<file path="src/rtl/fetch_unit.sv">
// Instruction fetch stage: owns the PC, fetches over a valid/ready memory port,
// holds the instruction while it executes and computes the next PC on retire.
module fetch_unit #(
    parameter logic [31:0] RESET_PC = 32'h0000_0000
) (
    input  logic        clk,
    input  logic        reset,
    input  logic        halt,
    output logic        imem_req,
    output logic [31:0] imem_addr,
    input  logic        imem_ready,
    input  logic [31:0] imem_rdata,
    output logic [31:0] instr,
    output logic        instr_valid,
    input  logic        instr_ack,
    input  logic        pcsrc,
    input  logic        jump,
    input  logic [31:0] signimm,
    output logic [31:0] pc,
    output logic [31:0] pcplus4,
    output logic [31:0] retired
);

    typedef enum logic [1:0] {
        IDLE  = 2'd0,
        FETCH = 2'd1,
        VALID = 2'd2
    } state_t;

    state_t      state_q;
    state_t      state_d;
    logic [31:0] pc_q;
    logic [31:0] pc_d;
    logic [31:0] instr_q;
    logic [31:0] instr_d;
    logic [31:0] retired_q;
    logic [31:0] retired_d;
    logic [31:0] pc_next;

    assign pcplus4     = pc_q + 32'd4;
    assign pc          = pc_q;
    assign imem_addr   = pc_q;
    assign instr       = instr_q;
    assign retired     = retired_q;
    assign imem_req    = (state_q == FETCH);
    assign instr_valid = (state_q == VALID);

    // Jump beats branch; the branch offset is in words and wraps at 2^32.
    always_comb begin
        pc_next = pcplus4;
        if (jump) begin
            pc_next = {pcplus4[31:28], instr_q[25:0], 2'b00};
        end else if (pcsrc) begin
            pc_next = pcplus4 + (signimm << 2);
        end
    end

    always_comb begin
        state_d   = state_q;
        pc_d      = pc_q;
        instr_d   = instr_q;
        retired_d = retired_q;
        case (state_q)
            IDLE: begin
                if (!halt) begin
                    state_d = FETCH;
                end
            end
            FETCH: begin
                if (imem_ready) begin
                    instr_d = imem_rdata;
                    state_d = VALID;
                end
            end
            VALID: begin
                // halt is only honoured here or in IDLE, never mid-fetch.
                if (instr_ack) begin
                    pc_d      = pc_next;
                    retired_d = retired_q + 32'd1;
                    state_d   = halt ? IDLE : FETCH;
                end
            end
            default: begin
                state_d = IDLE;
            end
        endcase
    end

    always_ff @(posedge clk or negedge reset) begin
        if (!reset) begin
            state_q   <= IDLE;
            pc_q      <= RESET_PC;
            instr_q   <= 32'd0;
            retired_q <= 32'd0;
        end else begin
            state_q   <= state_d;
            pc_q      <= pc_d;
            instr_q   <= instr_d;
            retired_q <= retired_d;
        end
    end

endmodule

</file>
<file path="config.mk">
export PLATFORM = sky130hd
export DESIGN_NAME = fetch_unit
export DESIGN_NICKNAME = d
export VERILOG_FILES = /design/src/rtl/fetch_unit.sv
export SDC_FILE = /design/constraint.sdc
export NUM_CORES = 1
export LEC_CHECK = 0
export CAP_MARGIN = 20
export CORE_MARGIN = 10
export CORE_UTILIZATION = 42
export DETAILED_ROUTE_END_ITERATION = 10
export PLACE_DENSITY = 0.78
export SLEW_MARGIN = 10
export SYNTH_ARGS = -nofsm -noshare
export SYNTH_HDL_FRONTEND = slang
export SYNTH_SLANG_ARGS = --single-unit
</file>
<file path="constraint.sdc">
create_clock -name clk -period 4.1 [get_ports clk]
set_input_delay 0.615 -clock clk [delete_from_list [all_inputs] [get_ports clk]]
set_output_delay 0.615 -clock clk [all_outputs]
set_load 0.02 [all_outputs]
</file>
==> results of run 1 <==
[path summary, 6_finish.rpt]
path / startpoint / endpoint / slack (ns) / depth (start not counted)
max: imem_addr[3] / imem_addr[31] / 0.23 / 16
min reg2reg: retired[17] / retired[17] / 0.49 / 1
max in group asynchronous: reset / imem_addr[11] / 2.97 / 2
min in group clk: retired[17] / retired[17] / 0.49 / 1
min: reset / retired[24] / 0.33 / 1
max reg2reg: imem_addr[3] / imem_addr[31] / 0.23 / 16
[synthesized netlist by cell type, types with 7 or more instances]
master    instances
dfrtp_1          96
nand2_1          78
a21oi_1          58
xnor2_1          55
nor2_1           50
o21ai_0          46
ha_1             38
buf_4            36
mux2_2           32
nand3_1          30
xor2_1           26
inv_1            20
a21o_1           19
and3_1           18
clkbuf_1         17
nand4_1          16
nor2b_1          11
a211oi_1         10
mux2i_1           8
nor3_1            7
[layer usage]
layer  routed length, um  global-route usage
met1                9580               0.251
met5                   0                   0
met3                1550              0.0473
met4                 419              0.0634
met2               10900               0.336
[power by group through the flow]
| stage | sequential (mW) | clock (mW) | combinational (mW) |
|---|---|---|---|
| floorplan | 2.01 | 0 | 2.44 |
| global placement | 1.66 | 0 | 4.70 |
| detailed placement | 1.67 | 0 | 4.75 |
| CTS | 1.66 | 0.926 | 4.78 |
| global route | 1.71 | 0.954 | 5.21 |
| finish | 1.66 | 0.903 | 4.83 |
[sequential cells by signal, summed over array words and instances (netlist names)]
| name | flops |
|---|---|
| imem_addr | 30 |
| instr | 32 |
| retired | 32 |
| state_q | 2 |
[area by class of cell]
| class | count | share of cell area |
|---|---|---|
| multi-input cells | 587 | 0.421 |
| repair buffers | 267 | 0.263 |
| flip-flops and latches | 96 | 0.247 |
| well taps | 216 | 0.0277 |
| clock buffers | 9 | 0.0231 |
| clock inverters | 7 | 0.0103 |
| inverters | 20 | 0.00770 |
[placed cells by master, fill, tap and decap left out, types with 20 or more instances in the layout]
cell type / instances
clkdlybuf4s50_1: 223
dfrtp_1: 91
nand2_1: 78
a21oi_1: 57
xnor2_1: 49
nor2_1: 48
o21ai_0: 46
buf_4: 44
ha_1: 36
mux2_2: 32
nand3_1: 29
xor2_1: 25
inv_1: 20
[kinds of logic (layout without fill, tap and decap cells)]
kind of cell,after synthesis,count (layout)
mux,40,40
flops,96,96
simple gates,241,241
fa+ha+maj,39,39
buf+inv,80,303
other cells,1,6
xor+xnor,81,81
compound gates,180,180
[repair_timing]
item / in CTS / in global routing
setup buffers: 0 / 4
hold buffers: 0 / 0
gates resized for setup: 0 / 12
endpoints found under the setup margin: 0 / 2
[stage by stage]
stage	worst slack [ns]	hold slack, ns	TNS [ns]	power, mW	std cells
final	0.226	0.331	0	7.39	1202
after global routing	-0.0238	0.390	-0.0412	7.88	1202
after CTS	0.0242	0.356	0	7.37	1198
after detailed placement	0.0400	0.476	0	6.42	1182
after global placement	0.0929	0.462	0	6.35	1182
after floorplan	0.0359	0.319	0	4.45	763
==> results.sh, run 1 <==
export IMPL_crit_path_end_kind="flop"
export IMPL_max_cap_violations=0
export IMPL_grt_usage=0.201
export IMPL_synth_mux_area_frac=0.0647
export IMPL_power_switching_mw=3.36
export IMPL_synth_xor_area_share=0.104
export IMPL_path_cells="and4_1, nand2b_1, nor2_2, and2_1, nand2_1, xnor2_2, ha_1, a21oi_2, o21ai_1, a221o_1, or3b_1, o211ai_1, o311ai_4, and3_4, o21ai_2, xnor2_1"
export IMPL_synth_compound_area_frac=0.169
export IMPL_vias_per_cell=5.35
export IMPL_diodes=0
export IMPL_ys_ff_latch=96
export IMPL_outcome="completed"
export IMPL_power_density_mw_per_mm2=759
export IMPL_portBuffers=224
export IMPL_pwr_share_seq=0.224
export IMPL_cts_tree="built"
export IMPL_antenna_found_initial=0
export IMPL_ys_top_cells_by_area="dfrtp_1 35%, xnor2_1 7.1%, ha_1 7.0%"
export IMPL_ys_seq_area_frac=0.353
export IMPL_ys_types=58
export IMPL_drv_slew=0
export IMPL_place_area_mm2=0.00932
export IMPL_grt_pass1_vias=6539
export IMPL_synth_top_area_share=0.353
export IMPL_drive_above_1_share=0.124
export IMPL_grt_max_degree=57
export IMPL_multiInputGateArea_mm2=0.00411
export IMPL_worstPathArrival_ns=4.14
export IMPL_setup_viol=0
export IMPL_core_rowCount=46
export IMPL_worstSetupStartpointType="flop"
export IMPL_maxSlewHeadroom=0.498
export IMPL_synth_adder_area_share=0.0728
export IMPL_nNetsFinal=1091
export IMPL_final_util=0.614
export IMPL_initial_core_util=0.428
export IMPL_slowest_stage="dfrtp_2"
export IMPL_synth_ff_type="dfrtp_1"
export IMPL_drcViolationCount=0
export IMPL_h_tree_depth=3
export IMPL_coreArea_mm2=0.0159
export IMPL_path_max_fanout=6
export IMPL_crit_type="reg -> reg"
export IMPL_clkTransAtPathRegs_ns=0.08
export IMPL_p_leak_nw=4.20
export IMPL_synth_top_area_cell="dfrtp_1"
export IMPL_synth_simple_area_share=0.171
export IMPL_root_buffer="clkbuf_16"
export IMPL_p_comb_frac=0.653
export IMPL_layout_min_cycle_time_ns=3.87
export IMPL_avgSynthCellArea_um2=8.97
export IMPL_skew_ns=0.0106
export IMPL_numCtsBuffers=9
export IMPL_syn_area_mm2=0.00680
export IMPL_postSynthCellCount=758
export IMPL_seq_area_mm2=0.00241
export IMPL_hold_path_class="in -> async"
export IMPL_p_int_mw=4.03
export IMPL_hold_violations=0
export IMPL_async_flop_share=1.00
export IMPL_path_buf_inv=0
export IMPL_synth_top_family_by_area="simple AND/OR/NAND/NOR gates"
export IMPL_ir_worst_vdd_v=0.000458
export IMPL_ant_nets=0
export IMPL_fmax_mhz=258
export IMPL_cts_sinks=96
export IMPL_fillCellCount=1339
export IMPL_area_growth_pct=43.3
export IMPL_yosys_warnings=0
export IMPL_post_dp_hpwl_mm=17.9
export IMPL_critical_path_max_stage_delay_ns=0.42
export IMPL_die_w_um=147
export IMPL_drt_pass1_iter_count=5
export IMPL_rsz0062_at_grt="yes"
export IMPL_pwr_share_clk=0.122
export IMPL_tightest_slew_ns=0.745
export IMPL_wirelength_mm=22.4
export IMPL_synth_edf_count=0
export IMPL_grt_pass1_wl_mm=35.6
export IMPL_routedWlPerCell_um=18.7
export IMPL_fin_area_mm2=0.00975
export IMPL_dr_total_vias=6430
export IMPL_die_area_mm2=0.0217
export IMPL_ios=233
export IMPL_period_share=0.945
export IMPL_clk_latency_ns=0.34
export IMPL_p_sw_frac=0.455
export IMPL_drtIter0Drc=362
export IMPL_gp_congestion=0.924
export IMPL_critical_path_top_delay_family="simple AND/OR/NAND/NOR gates"
export IMPL_die_h_um=147
export IMPL_clockBufferDepth=2
export IMPL_grt_overflow_total=0
export IMPL_required_ns=4.37
Note: power is estimated with default switching activity, not from simulation.
==> run 2, diff against run 1 <==
--- a/config.mk
+++ b/config.mk
@@ -10,6 +10,7 @@
 export CORE_UTILIZATION = 42
 export DETAILED_ROUTE_END_ITERATION = 10
 export PLACE_DENSITY = 0.78
+export SKIP_CTS_REPAIR_TIMING = 1
 export SLEW_MARGIN = 10
 export SYNTH_ARGS = -nofsm -noshare
 export SYNTH_HDL_FRONTEND = slang
==> results of run 2 <==
No change in the layout: final DEF, timing and power equal those of run 1.
==> run 3, diff against run 2 <==
--- a/config.mk
+++ b/config.mk
@@ -6,7 +6,6 @@
 export NUM_CORES = 1
 export LEC_CHECK = 0
 export CAP_MARGIN = 20
-export CORE_MARGIN = 10
 export CORE_UTILIZATION = 42
 export DETAILED_ROUTE_END_ITERATION = 10
 export PLACE_DENSITY = 0.78
==> run 3 against run 2 <==
Effect of this change: die area decreased by 23%; combinational power about the same; count of clock-buffer cells in the layout rose by 1; clock skew about the same; power decreased by 0.85%; highest routed layer unchanged; clock power down 3.7%; via count increased by 0.54%; worst hold slack worse by 0.18 ns; sequential power barely moved; non-clock buffer count rose by 3.
==> results.sh, run 3 (synthesized netlist as in run 1, its figures left out) <==
export IMPL_required_ns=4.33
export IMPL_power_mw=7.33
export IMPL_gp_congestion=0.937
export IMPL_crit_type="reg -> reg"
export IMPL_coreArea_mm2=0.0158
export IMPL_drv_slew=0
export IMPL_ios=233
export IMPL_period_share=0.946
export IMPL_routedWlPerCell_um=16.9
export IMPL_place_area_mm2=0.00935
export IMPL_cts_sinks=96
export IMPL_wirelength_mm=20.4
export IMPL_antenna_found_initial=0
export IMPL_final_common_cell="clkdlybuf4s50_1"
export IMPL_initial_core_util=0.430
export IMPL_worstSetupStartpointType="flop"
export IMPL_numCtsBuffers=9
export IMPL_path_buf_inv=0
export IMPL_final_util=0.615
export IMPL_h_tree_depth=3
export IMPL_vias_per_cell=5.37
export IMPL_diodes=0
export IMPL_maxSlewHeadroom=0.486
export IMPL_critical_path_top_delay_family="simple AND/OR/NAND/NOR gates"
export IMPL_fillCellCount=1348
export IMPL_die_w_um=129
export IMPL_setup_viol=0
export IMPL_ir_worst_vdd_v=0.000441
export IMPL_drcViolationCount=0
export IMPL_grt_usage=0.243
export IMPL_clk_latency_ns=0.34
export IMPL_root_buffer="clkbuf_16"
export IMPL_clockBufferDepth=2
export IMPL_drt_pass1_iter_count=5
export IMPL_grt_pass1_vias=6113
export IMPL_slowest_stage="dfrtp_1"
export IMPL_worstPathArrival_ns=4.11
export IMPL_die_area_mm2=0.0167
export IMPL_core_rowCount=46
export IMPL_grt_max_degree=83
export IMPL_drive_above_1_share=0.120
export IMPL_max_cap_violations=0
export IMPL_hold_path_class="in -> async"
export IMPL_power_density_mw_per_mm2=753
export IMPL_dr_total_vias=6465
export IMPL_path_max_fanout=7
export IMPL_fin_area_mm2=0.00974
export IMPL_area_growth_pct=43.1
export IMPL_cts_tree="built"
export IMPL_fmax_mhz=258
export IMPL_tightest_slew_ns=0.764
export IMPL_final_cells=1205
export IMPL_critical_path_max_stage_delay_ns=0.40
export IMPL_portBuffers=224
export IMPL_path_cells="nand2_1, nor2_2, nand2_1, nor2_1, and2_1, xor2_1, ha_1, a21oi_1, o21ai_1, a221o_1, or3b_1, o21a_1, o311ai_4, and3_1, o21ai_1, xnor2_1"
export IMPL_hold_violations=0
export IMPL_layout_min_cycle_time_ns=3.88
export IMPL_clkTransAtPathRegs_ns=0.07
export IMPL_grt_overflow_total=0
export IMPL_final_cell_mix="223 x clkdlybuf4s50_1, 91 x dfrtp_1, 78 x nand2_1"
export IMPL_ant_nets=0
export IMPL_nNetsFinal=1094
export IMPL_outcome="completed"
export IMPL_post_dp_hpwl_mm=15.8
export IMPL_skew_ns=0.0102
export IMPL_die_h_um=129
export IMPL_dp_cells=1186
export IMPL_finalSetupTns_ns=0
export IMPL_crit_path_end_kind="flop"
export IMPL_grt_pass1_wl_mm=31.6
export IMPL_drtIter0Drc=432
export IMPL_p_leak_nw=4.22
[run 3: per-stage QoR]
| stage | worst slack, ns | hold slack (ns) |
|---|---|---|
| after global routing | -0.0118 | 0.156 |
| final | 0.221 | 0.147 |
| after CTS | 0.0313 | 0.488 |
| after floorplan | 0.0359 | 0.319 |
| after detailed placement | 0.0510 | 0.470 |
| after global placement | 0.133 | 0.464 |
[run 3: routing by layer]
metal	part of all wire	global-route usage
met2	0.47	0.395
met3	0.082	0.0438
met1	0.43	0.333
met4	0.018	0.0678
met5	0	0
[run 3: worst paths after layout]
kind,to,from,cells after the start,slack (ns)
max,imem_addr[31],imem_addr[5],16,0.22
min,retired[21],reset,1,0.15
max reg2reg,imem_addr[31],imem_addr[5],16,0.22
min reg2reg,retired[31],retired[31],1,0.48
max in group asynchronous,imem_addr[3],reset,2,3.33
min in group clk,retired[31],retired[31],1,0.48
[run 3: power by group]
group          internal (mW)  switching [mW]  total (mW)
Clock                  0.483           0.387       0.870
Combinational           2.28            2.52        4.80
Sequential              1.27           0.388        1.66
Total                   4.04            3.29        7.33
[run 3: cell type report]
| cell class | count | area [um2] | area share |
|---|---|---|---|
| well taps | 216 | 270 | 0.0278 |
| repair buffers | 270 | 2610 | 0.268 |
| flip-flops and latches | 96 | 2410 | 0.247 |
| clock buffers | 10 | 229 | 0.0235 |
| multi-input cells | 587 | 4070 | 0.418 |
| clock inverters | 6 | 76.3 | 0.00784 |
| inverters | 20 | 75.1 | 0.00771 |
